`src/rtl/alu_logic_pkg.sv`:
```
// ---------------------------------------------------------------------------
// alu_logic_pkg
//   Operation encoding for the ALU logic unit. The ALU decoder imports the
//   same constants, so the encoding is defined in one place only.
//   No ports: the package holds constants only.
// ---------------------------------------------------------------------------
package alu_logic_pkg;

    localparam int LOP_W = 3;

    localparam logic [LOP_W-1:0] LOP_AND  = 3'b000;
    localparam logic [LOP_W-1:0] LOP_OR   = 3'b001;
    localparam logic [LOP_W-1:0] LOP_XOR  = 3'b010;
    localparam logic [LOP_W-1:0] LOP_NAND = 3'b011;
    localparam logic [LOP_W-1:0] LOP_NOR  = 3'b100;
    localparam logic [LOP_W-1:0] LOP_XNOR = 3'b101;
    localparam logic [LOP_W-1:0] LOP_ANDN = 3'b110;   // a & ~b
    localparam logic [LOP_W-1:0] LOP_NOTA = 3'b111;   // ~a, b ignored

endpackage

```
`src/rtl/logic_slice.sv`:
```
// ---------------------------------------------------------------------------
// logic_slice
//   Purely combinational W-bit bitwise logic slice. The logic unit tiles
//   these to build its full operand width.
// Ports
//   op  in  LOP_W  operation select (alu_logic_pkg encoding)
//   a   in  W      operand A
//   b   in  W      operand B (unused for NOTA)
//   y   out W      result
// ---------------------------------------------------------------------------
module logic_slice
    import alu_logic_pkg::*;
#(
    parameter int W = 4
) (
    input  logic [LOP_W-1:0] op,
    input  logic [W-1:0]     a,
    input  logic [W-1:0]     b,
    output logic [W-1:0]     y
);

    always_comb begin
        y = '0;
        case (op)
            LOP_AND:  y = a & b;
            LOP_OR:   y = a | b;
            LOP_XOR:  y = a ^ b;
            LOP_NAND: y = ~(a & b);
            LOP_NOR:  y = ~(a | b);
            LOP_XNOR: y = ~(a ^ b);
            LOP_ANDN: y = a & ~b;
            default:  y = ~a;        // LOP_NOTA, the only remaining code
        endcase
    end

endmodule

```
`src/rtl/logic_unit_pipe.sv`:
```
// ---------------------------------------------------------------------------
// logic_unit_pipe
//   Pipelined bitwise logic unit for the ALU datapath. The result and its
//   flags are computed combinationally from the inputs and captured in
//   stage 0. Stages 1..STAGES-1 only forward them. Latency is STAGES cycles,
//   with full throughput while out_ready is high.
//
// Handshake: a transfer happens on a rising clock edge where valid and ready
//   are both high. The producer holds its payload stable while valid is high
//   and ready is low. in_ready is combinational from out_ready through the
//   stage chain; there is no skid buffer. Stage k loads when it is empty or
//   when its own content moves downstream in the same cycle. A full pipe can
//   therefore accept and deliver in the same cycle without a bubble.
//
// Ports
//   clk        in   1      clock, all state on posedge
//   rst        in   1      synchronous active-high reset
//   in_valid   in   1      operands/op presented
//   in_ready   out  1      unit accepts this cycle
//   in_op      in   3      op select (alu_logic_pkg encoding)
//   in_a       in   WIDTH  operand A
//   in_b       in   WIDTH  operand B
//   out_valid  out  1      result available
//   out_ready  in   1      consumer accepts
//   out_data   out  WIDTH  result
//   out_zero   out  1      out_data == 0        (0 while out_valid=0)
//   out_ones   out  1      out_data == all ones (0 while out_valid=0)
//   out_par    out  1      XOR-reduce of out_data (0 while out_valid=0)
// ---------------------------------------------------------------------------
module logic_unit_pipe
    import alu_logic_pkg::*;
#(
    parameter int WIDTH  = 8,
    parameter int SLICE  = 4,
    parameter int STAGES = 1
) (
    input  logic             clk,
    input  logic             rst,
    input  logic             in_valid,
    output logic             in_ready,
    input  logic [LOP_W-1:0] in_op,
    input  logic [WIDTH-1:0] in_a,
    input  logic [WIDTH-1:0] in_b,
    output logic             out_valid,
    input  logic             out_ready,
    output logic [WIDTH-1:0] out_data,
    output logic             out_zero,
    output logic             out_ones,
    output logic             out_par
);

    localparam int NSL = WIDTH / SLICE;

    if ((WIDTH % SLICE) != 0) begin : g_bad_width
        $error("logic_unit_pipe: WIDTH must be a multiple of SLICE");
    end
    if ((STAGES < 1) || (STAGES > 4)) begin : g_bad_stages
        $error("logic_unit_pipe: STAGES must be in 1..4");
    end

    // Combinational result from the slice array.
    logic [WIDTH-1:0] y_c;

    for (genvar s = 0; s < NSL; s++) begin : g_slice
        logic_slice #(.W(SLICE)) u_slice (
            .op (in_op),
            .a  (in_a[s*SLICE +: SLICE]),
            .b  (in_b[s*SLICE +: SLICE]),
            .y  (y_c[s*SLICE +: SLICE])
        );
    end

    logic zero_c;
    logic ones_c;
    logic par_c;

    assign zero_c = ~|y_c;
    assign ones_c = &y_c;
    assign par_c  = ^y_c;

    // Pipeline state
    logic [STAGES-1:0] v_q;
    logic [STAGES-1:0] zero_q;
    logic [STAGES-1:0] ones_q;
    logic [STAGES-1:0] par_q;
    logic [WIDTH-1:0]  data_q [STAGES];

    // load[k]: stage k takes new content at the next edge. This is true when
    // the stage is empty or its content leaves, so the readiness of
    // everything downstream ripples back as one carry.
    logic [STAGES-1:0] load;

    always_comb begin
        logic carry;
        load  = '0;
        carry = out_ready;
        for (int k = STAGES - 1; k >= 0; k--) begin
            load[k] = ~v_q[k] | carry;
            carry   = ~v_q[k] | carry;
        end
    end

    assign in_ready = load[0];

    always_ff @(posedge clk) begin
        if (rst) begin
            v_q    <= '0;
            zero_q <= '0;
            ones_q <= '0;
            par_q  <= '0;
            for (int k = 0; k < STAGES; k++) begin
                data_q[k] <= '0;
            end
        end else begin
            // Stage 0 captures from the input port.
            if (load[0]) begin
                v_q[0] <= in_valid;
            end
            if (load[0] && in_valid) begin
                data_q[0] <= y_c;
                zero_q[0] <= zero_c;
                ones_q[0] <= ones_c;
                par_q[0]  <= par_c;
            end
            // Later stages forward. Payload registers change only when a
            // valid entry actually moves in, so they stay quiet when idle.
            for (int k = 1; k < STAGES; k++) begin
                if (load[k]) begin
                    v_q[k] <= v_q[k-1];
                end
                if (load[k] && v_q[k-1]) begin
                    data_q[k] <= data_q[k-1];
                    zero_q[k] <= zero_q[k-1];
                    ones_q[k] <= ones_q[k-1];
                    par_q[k]  <= par_q[k-1];
                end
            end
        end
    end

    assign out_valid = v_q[STAGES-1];
    assign out_data  = data_q[STAGES-1];
    // Flags are qualified with valid so they read 0 whenever nothing is
    // presented, even though the last payload remains in the registers.
    assign out_zero  = v_q[STAGES-1] & zero_q[STAGES-1];
    assign out_ones  = v_q[STAGES-1] & ones_q[STAGES-1];
    assign out_par   = v_q[STAGES-1] & par_q[STAGES-1];

endmodule

```
`config.mk`:
```
export PLATFORM = sky130hd
export DESIGN_NAME = logic_unit_pipe
export DESIGN_NICKNAME = d
export VERILOG_FILES = /design/src/rtl/alu_logic_pkg.sv /design/src/rtl/logic_slice.sv /design/src/rtl/logic_unit_pipe.sv
export SDC_FILE = /design/constraint.sdc
export NUM_CORES = 1
export LEC_CHECK = 0
export ABC_AREA = 1
export CAP_MARGIN = 20
export CORE_MARGIN = 2
export CORE_UTILIZATION = 56
export CTS_BUF_LIST = sky130_fd_sc_hd__clkbuf_16
export DETAILED_ROUTE_END_ITERATION = 10
export GPL_ROUTABILITY_DRIVEN = 0
export PLACE_DENSITY = 0.86
export SLEW_MARGIN = 20
export SYNTH_ARGS = -nofsm -noshare
export SYNTH_HDL_FRONTEND = slang
export SYNTH_SLANG_ARGS = --single-unit
```
`constraint.sdc`:
```
create_clock -name clk -period 7.1 [get_ports clk]
set_clock_uncertainty 0.1 [all_clocks]
set_input_delay 2.13 -clock clk [delete_from_list [all_inputs] [get_ports clk]]
set_output_delay 2.13 -clock clk [all_outputs]
set_load 0.01 [all_outputs]
```
[After elaboration in Yosys (flattened, before gate mapping)]
Memories as Yosys holds them, arrays and structs flattened.
Index checks and enable logic that the tools add are counted.
Word-level totals
  register bits after elaboration: 4
  RAM bits: 8
  bits of input ports: 23
  output and inout bits: 13
  logic and storage cells: 50
  memories kept: 1
Memory list
  data_q: depth 1, bits a word 8, rd ports 1, clocked after Yosys merged registers in 0, wr ports 1, RTL line logic_unit_pipe.sv:86  | logic [WIDTH-1:0] data_q [STAGES];
Operators by class
  eq/ne operators: 6
  multiplexer cells: 9
  bitwise operators: 23
  reduce and logical (&&, ||, !) cells: 7
Operators by type and width (count)
  4-bit one-hot mux with 7 select lines: 2
  4-bit NOT: 10
  4-bit bitwise AND: 4
  8-bit OR reduction: 2
  3-bit equality test (second input constant): 3
  8-bit two-way mux: 1
  4-bit OR: 2
  8-bit AND reduction: 1
  8-bit parity: 1
  4-bit XOR: 2
  3-bit by 2-bit equality test with 1-bit output (second input constant): 2
  1-bit two-way mux: 6
  1-bit bitwise AND: 3
  3-bit by 1-bit equality test with 1-bit output (second input constant): 1
  3-bit zero test: 1
  1-bit logical AND: 1
  1-bit zero test: 1
  1-bit NOT: 1
  1-bit OR: 1

[Logic depth before layout (Yosys ltp)]
  word-level depth: 8
  gate-level depth with buffers: 15
  mapped depth without buffers: 14

[By module]
A second synthesis with hierarchy kept.
Unflattened totals
  cell total of the unflattened synthesis: 270
  area total of the unflattened synthesis: 1826.8 µm²
By module, submodules not included
  logic_slice: instances 2, cells each 96, area each 575.6 µm², seq. area each 0.0 µm²
  logic_unit_pipe: instances 1, cells each 78, area each 675.6 µm², seq. area each 320.3 µm²

[Least setup slack after synthesis]
OpenSTA, ideal clock, no wires.
  path type: input to output
  from: input port out_ready
  to: output port in_ready
  data arrival time: 2.264 ns
  data required time: 4.870 ns
  slack: 2.606 ns
  cell stages on the path: 2
  buffers on the path: 0
  cells stage by stage: inv_1 -> nand2_1
On the way
  word-level cells in the longest chain between the ends: 1
Ends and longest elaborated chain
  start: declaration: RTL line logic_unit_pipe.sv:45  | input logic out_ready,
  1-bit OR
  end: declaration: RTL line logic_unit_pipe.sv:40  | output logic in_ready,
Every way passes these cells.

[Worst setup path after layout]
Same ends and word-level chain as after synthesis.

==> reports/metrics.cfg <==
[clocking]
post-cts-setup-buffers = 0
clkTransAtPathRegs_ns = 0.04
cts_resized = 0
numCtsBuffers = 3
clk_latency_ns = 0.24
cts_buffer_depth = 2
root_buffer = clkbuf_16
cts_tree = yes
holdBufCountCts = 0
cts.sinks = 12
cts_max_level = 1

[timing]
rsz0062_at_grt = false
min_period_over_period_pct = 77.7
finalSetupTns_ns = 0
fmax_ghz = 0.181
max_slew_margin_pct = 57.3
post-route-min-period_ns = 5.52
worstMarginPinSlew_ns = 0.639
whs_ns = 0.366
hold_violations = 0
setup-violations-final = 0
finalMaxSlewViolations = 0

[grt]
antenna_found_initial = 0
groute.usage.overall_pct = 22.0
grt_pass1_wl_mm = 5.98
grt_max_degree = 16
grt_pass1_vias = 1424
globalRoute.totalOverflow = 0

[layout]
drive_gt1_share_pct = 8.16
antenna_cells = 0
num-fill-cells = 238
design_area_sq_mm = 0.00211
postLayoutCoreUtil_pct = 75.3
syn_to_final_growth_pct = 26.6
final_nets = 335

[floorplanning]
rows = 19
die_w_um = 58.6
die_h_um = 58.6
start_util_pct = 59.5
die-area_sq_mm = 0.00343
ios = 36
core_sq_mm = 0.00281

[placement]
post-dp-hpwl_mm = 2.81
placed_area_sq_mm = 0.00203
io_buffers = 35

[logic_synthesis]
synth_warnings = 0
synth.avg_cell_area_sq_um = 6.78
netlist.area_leader.share_pct = 21.7
syn_nets = 298
synth_cell_types = 29
yosys.area.top_type = ha_1
synth_area_sq_mm = 0.00167
syn_inst = 246
netlist_top_cells_area = ha_1 (22%), edfxtp_1 (14%), inv_1 (11%)
ys_seq_elements = 12
synth-seq-area-share_pct = 19.2

[routing]
drtIter0Drc = 50
first_pass_iters = 5
post_drt_wl_per_cell_um = 11.1
dr_wl_met2_mm = 1.72
top_layer = met4
post-route-drc-count = 0
viasPerCell = 5.21
routed_wl_mm = 3.48
ant_nets = 0
met3WireLength_um = 169
met1_length_mm = 1.54
vias = 1632

[run_status]
status = completed

[worst_setup_path]
cp-startpoint = out_ready
crit_family = buffers and inverters
cpPeakStageDelay_ns = 0.55
cp_slowest_cell = clkdlybuf4s50_1
crit_fanout = 3
crit_chain = clkdlybuf4s50_1, inv_1, nand2_1, clkdlybuf4s50_1
cp-start-kind = input port
worst_path_most_repeated_cell = clkdlybuf4s50_1
crit_type = in2out
worstPathArrival_ns = 3.29
cp_num_buf_inv = 3
endpoint_kind = primary output
r2r_start = out_valid
critPathRequiredTime_ns = 4.87

[run]
cap_violations = 0

[power]
power_leakage_uw = 0.00116
vdd_drop_max_uv = 88.6
powerDensity_mw_per_mm2 = 141

[worst_hold_path]
hold_path.class = reg2reg
min-delay-start = par_q

==> power by group <==
part	leakage, uW	switching, uW	total [uW]	internal, uW
sequential	0.000120	2.15	83.7	81.5
clock	0.0000423	28.8	103	74.0
combinational	0.000993	60.6	111	50.6
total	0.00116	91.5	298	206
==> worst register-to-register path, delay by kind of cell, from the launching register on <==
family / cells / cell delay, ns
simple gates: 7 / 1.05
flops: 1 / 0.34
==> synth_stat cells, drive strengths merged <==
| library cell | number |
|---|---|
| inv | 57 |
| nand2 | 48 |
| nor2 | 37 |
| ha | 29 |
| nand3 | 21 |
| o21ai | 9 |
| edfxtp | 8 |
| nand4 | 7 |
| a21oi | 6 |
| o22ai | 6 |
| dfxtp | 4 |
| buf | 3 |
| nand3b | 3 |
| o211ai | 3 |
| xnor2 | 2 |
| a211oi | 1 |
| nor3 | 1 |
| o2bb2ai | 1 |
==> cells in the final DEF (no fill, tap or decap), types with 2 or more instances in the layout <==
master and n:
o22ai_1 6, nand3_2 3, clkdlybuf4s50_1 35, o21ai_0 4
inv_2 6, nor2_1 34, nand4_1 7, ha_1 29
a21oi_1 6, edfxtp_1 8, nand3_1 18, dfxtp_1 4
nand2_1 44, o21ai_1 5, nor2_4 2, nand2_4 2
xnor2_1 2, inv_1 51, nand2_2 2, nand3b_1 3
o211ai_2 2, clkbuf_16 3
==> worst paths after layout <==
| check | to | slack (ns) | depth (start not counted) |
|---|---|---|---|
| worst min-delay path | par_q | 0.37 | 2 |
| worst min register to register | par_q | 0.37 | 2 |
| worst max register to register | zero_q | 5.55 | 7 |
| worst max-delay path | in_ready | 1.58 | 4 |
==> flip-flops by register name, indices dropped and copies added, names as in the netlist <==
signal     cells
par_q          1
zero_q         1
ones_q         1
out_valid      1
data_q         8
==> stage by stage <==
stage	power (uW)	setup WS (ns)	std cells
after floorplan	156	2.61	246
after global placement	191	1.63	309
after detailed placement	195	1.61	309
after CTS	296	1.59	313
after global routing	314	1.53	313
final	298	1.58	313
==> layer usage <==
| metal | track usage, % | vias to the layer above |
|---|---|---|
| met4 | 7.14 | 0 |
| met1 | 28.3 | 718 |
| li1 | - | 856 |
| met5 | 0 | - |
| met3 | 2.20 | 5 |
| met2 | 38.7 | 53 |
==> cell families after synthesis <==
| logic type | count (synthesis) | share of synthesized area [%] |
|---|---|---|
| and+or+nand+nor | 117 | 34.0 |
| AOI/OAI and AO/OA | 26 | 9.67 |
| adders and majority gates | 29 | 21.7 |
| DFF | 12 | 19.2 |
| xor gates and xnor gates | 2 | 1.05 |
| buffers and inverters | 60 | 14.4 |
==> area by class of cell <==
class	instances	area [sq um]	area share, %
Tap cell	31	38.8	1.84
Timing Repair Buffer	35	350	16.6
Inverter	57	216	10.2
Clock buffer	3	75.1	3.55
Multi-Input combinational cell	174	1110	52.5
Clock inverter	1	3.75	0.178
Sequential cell	12	320	15.2
(Power assumes the default switching activity.)
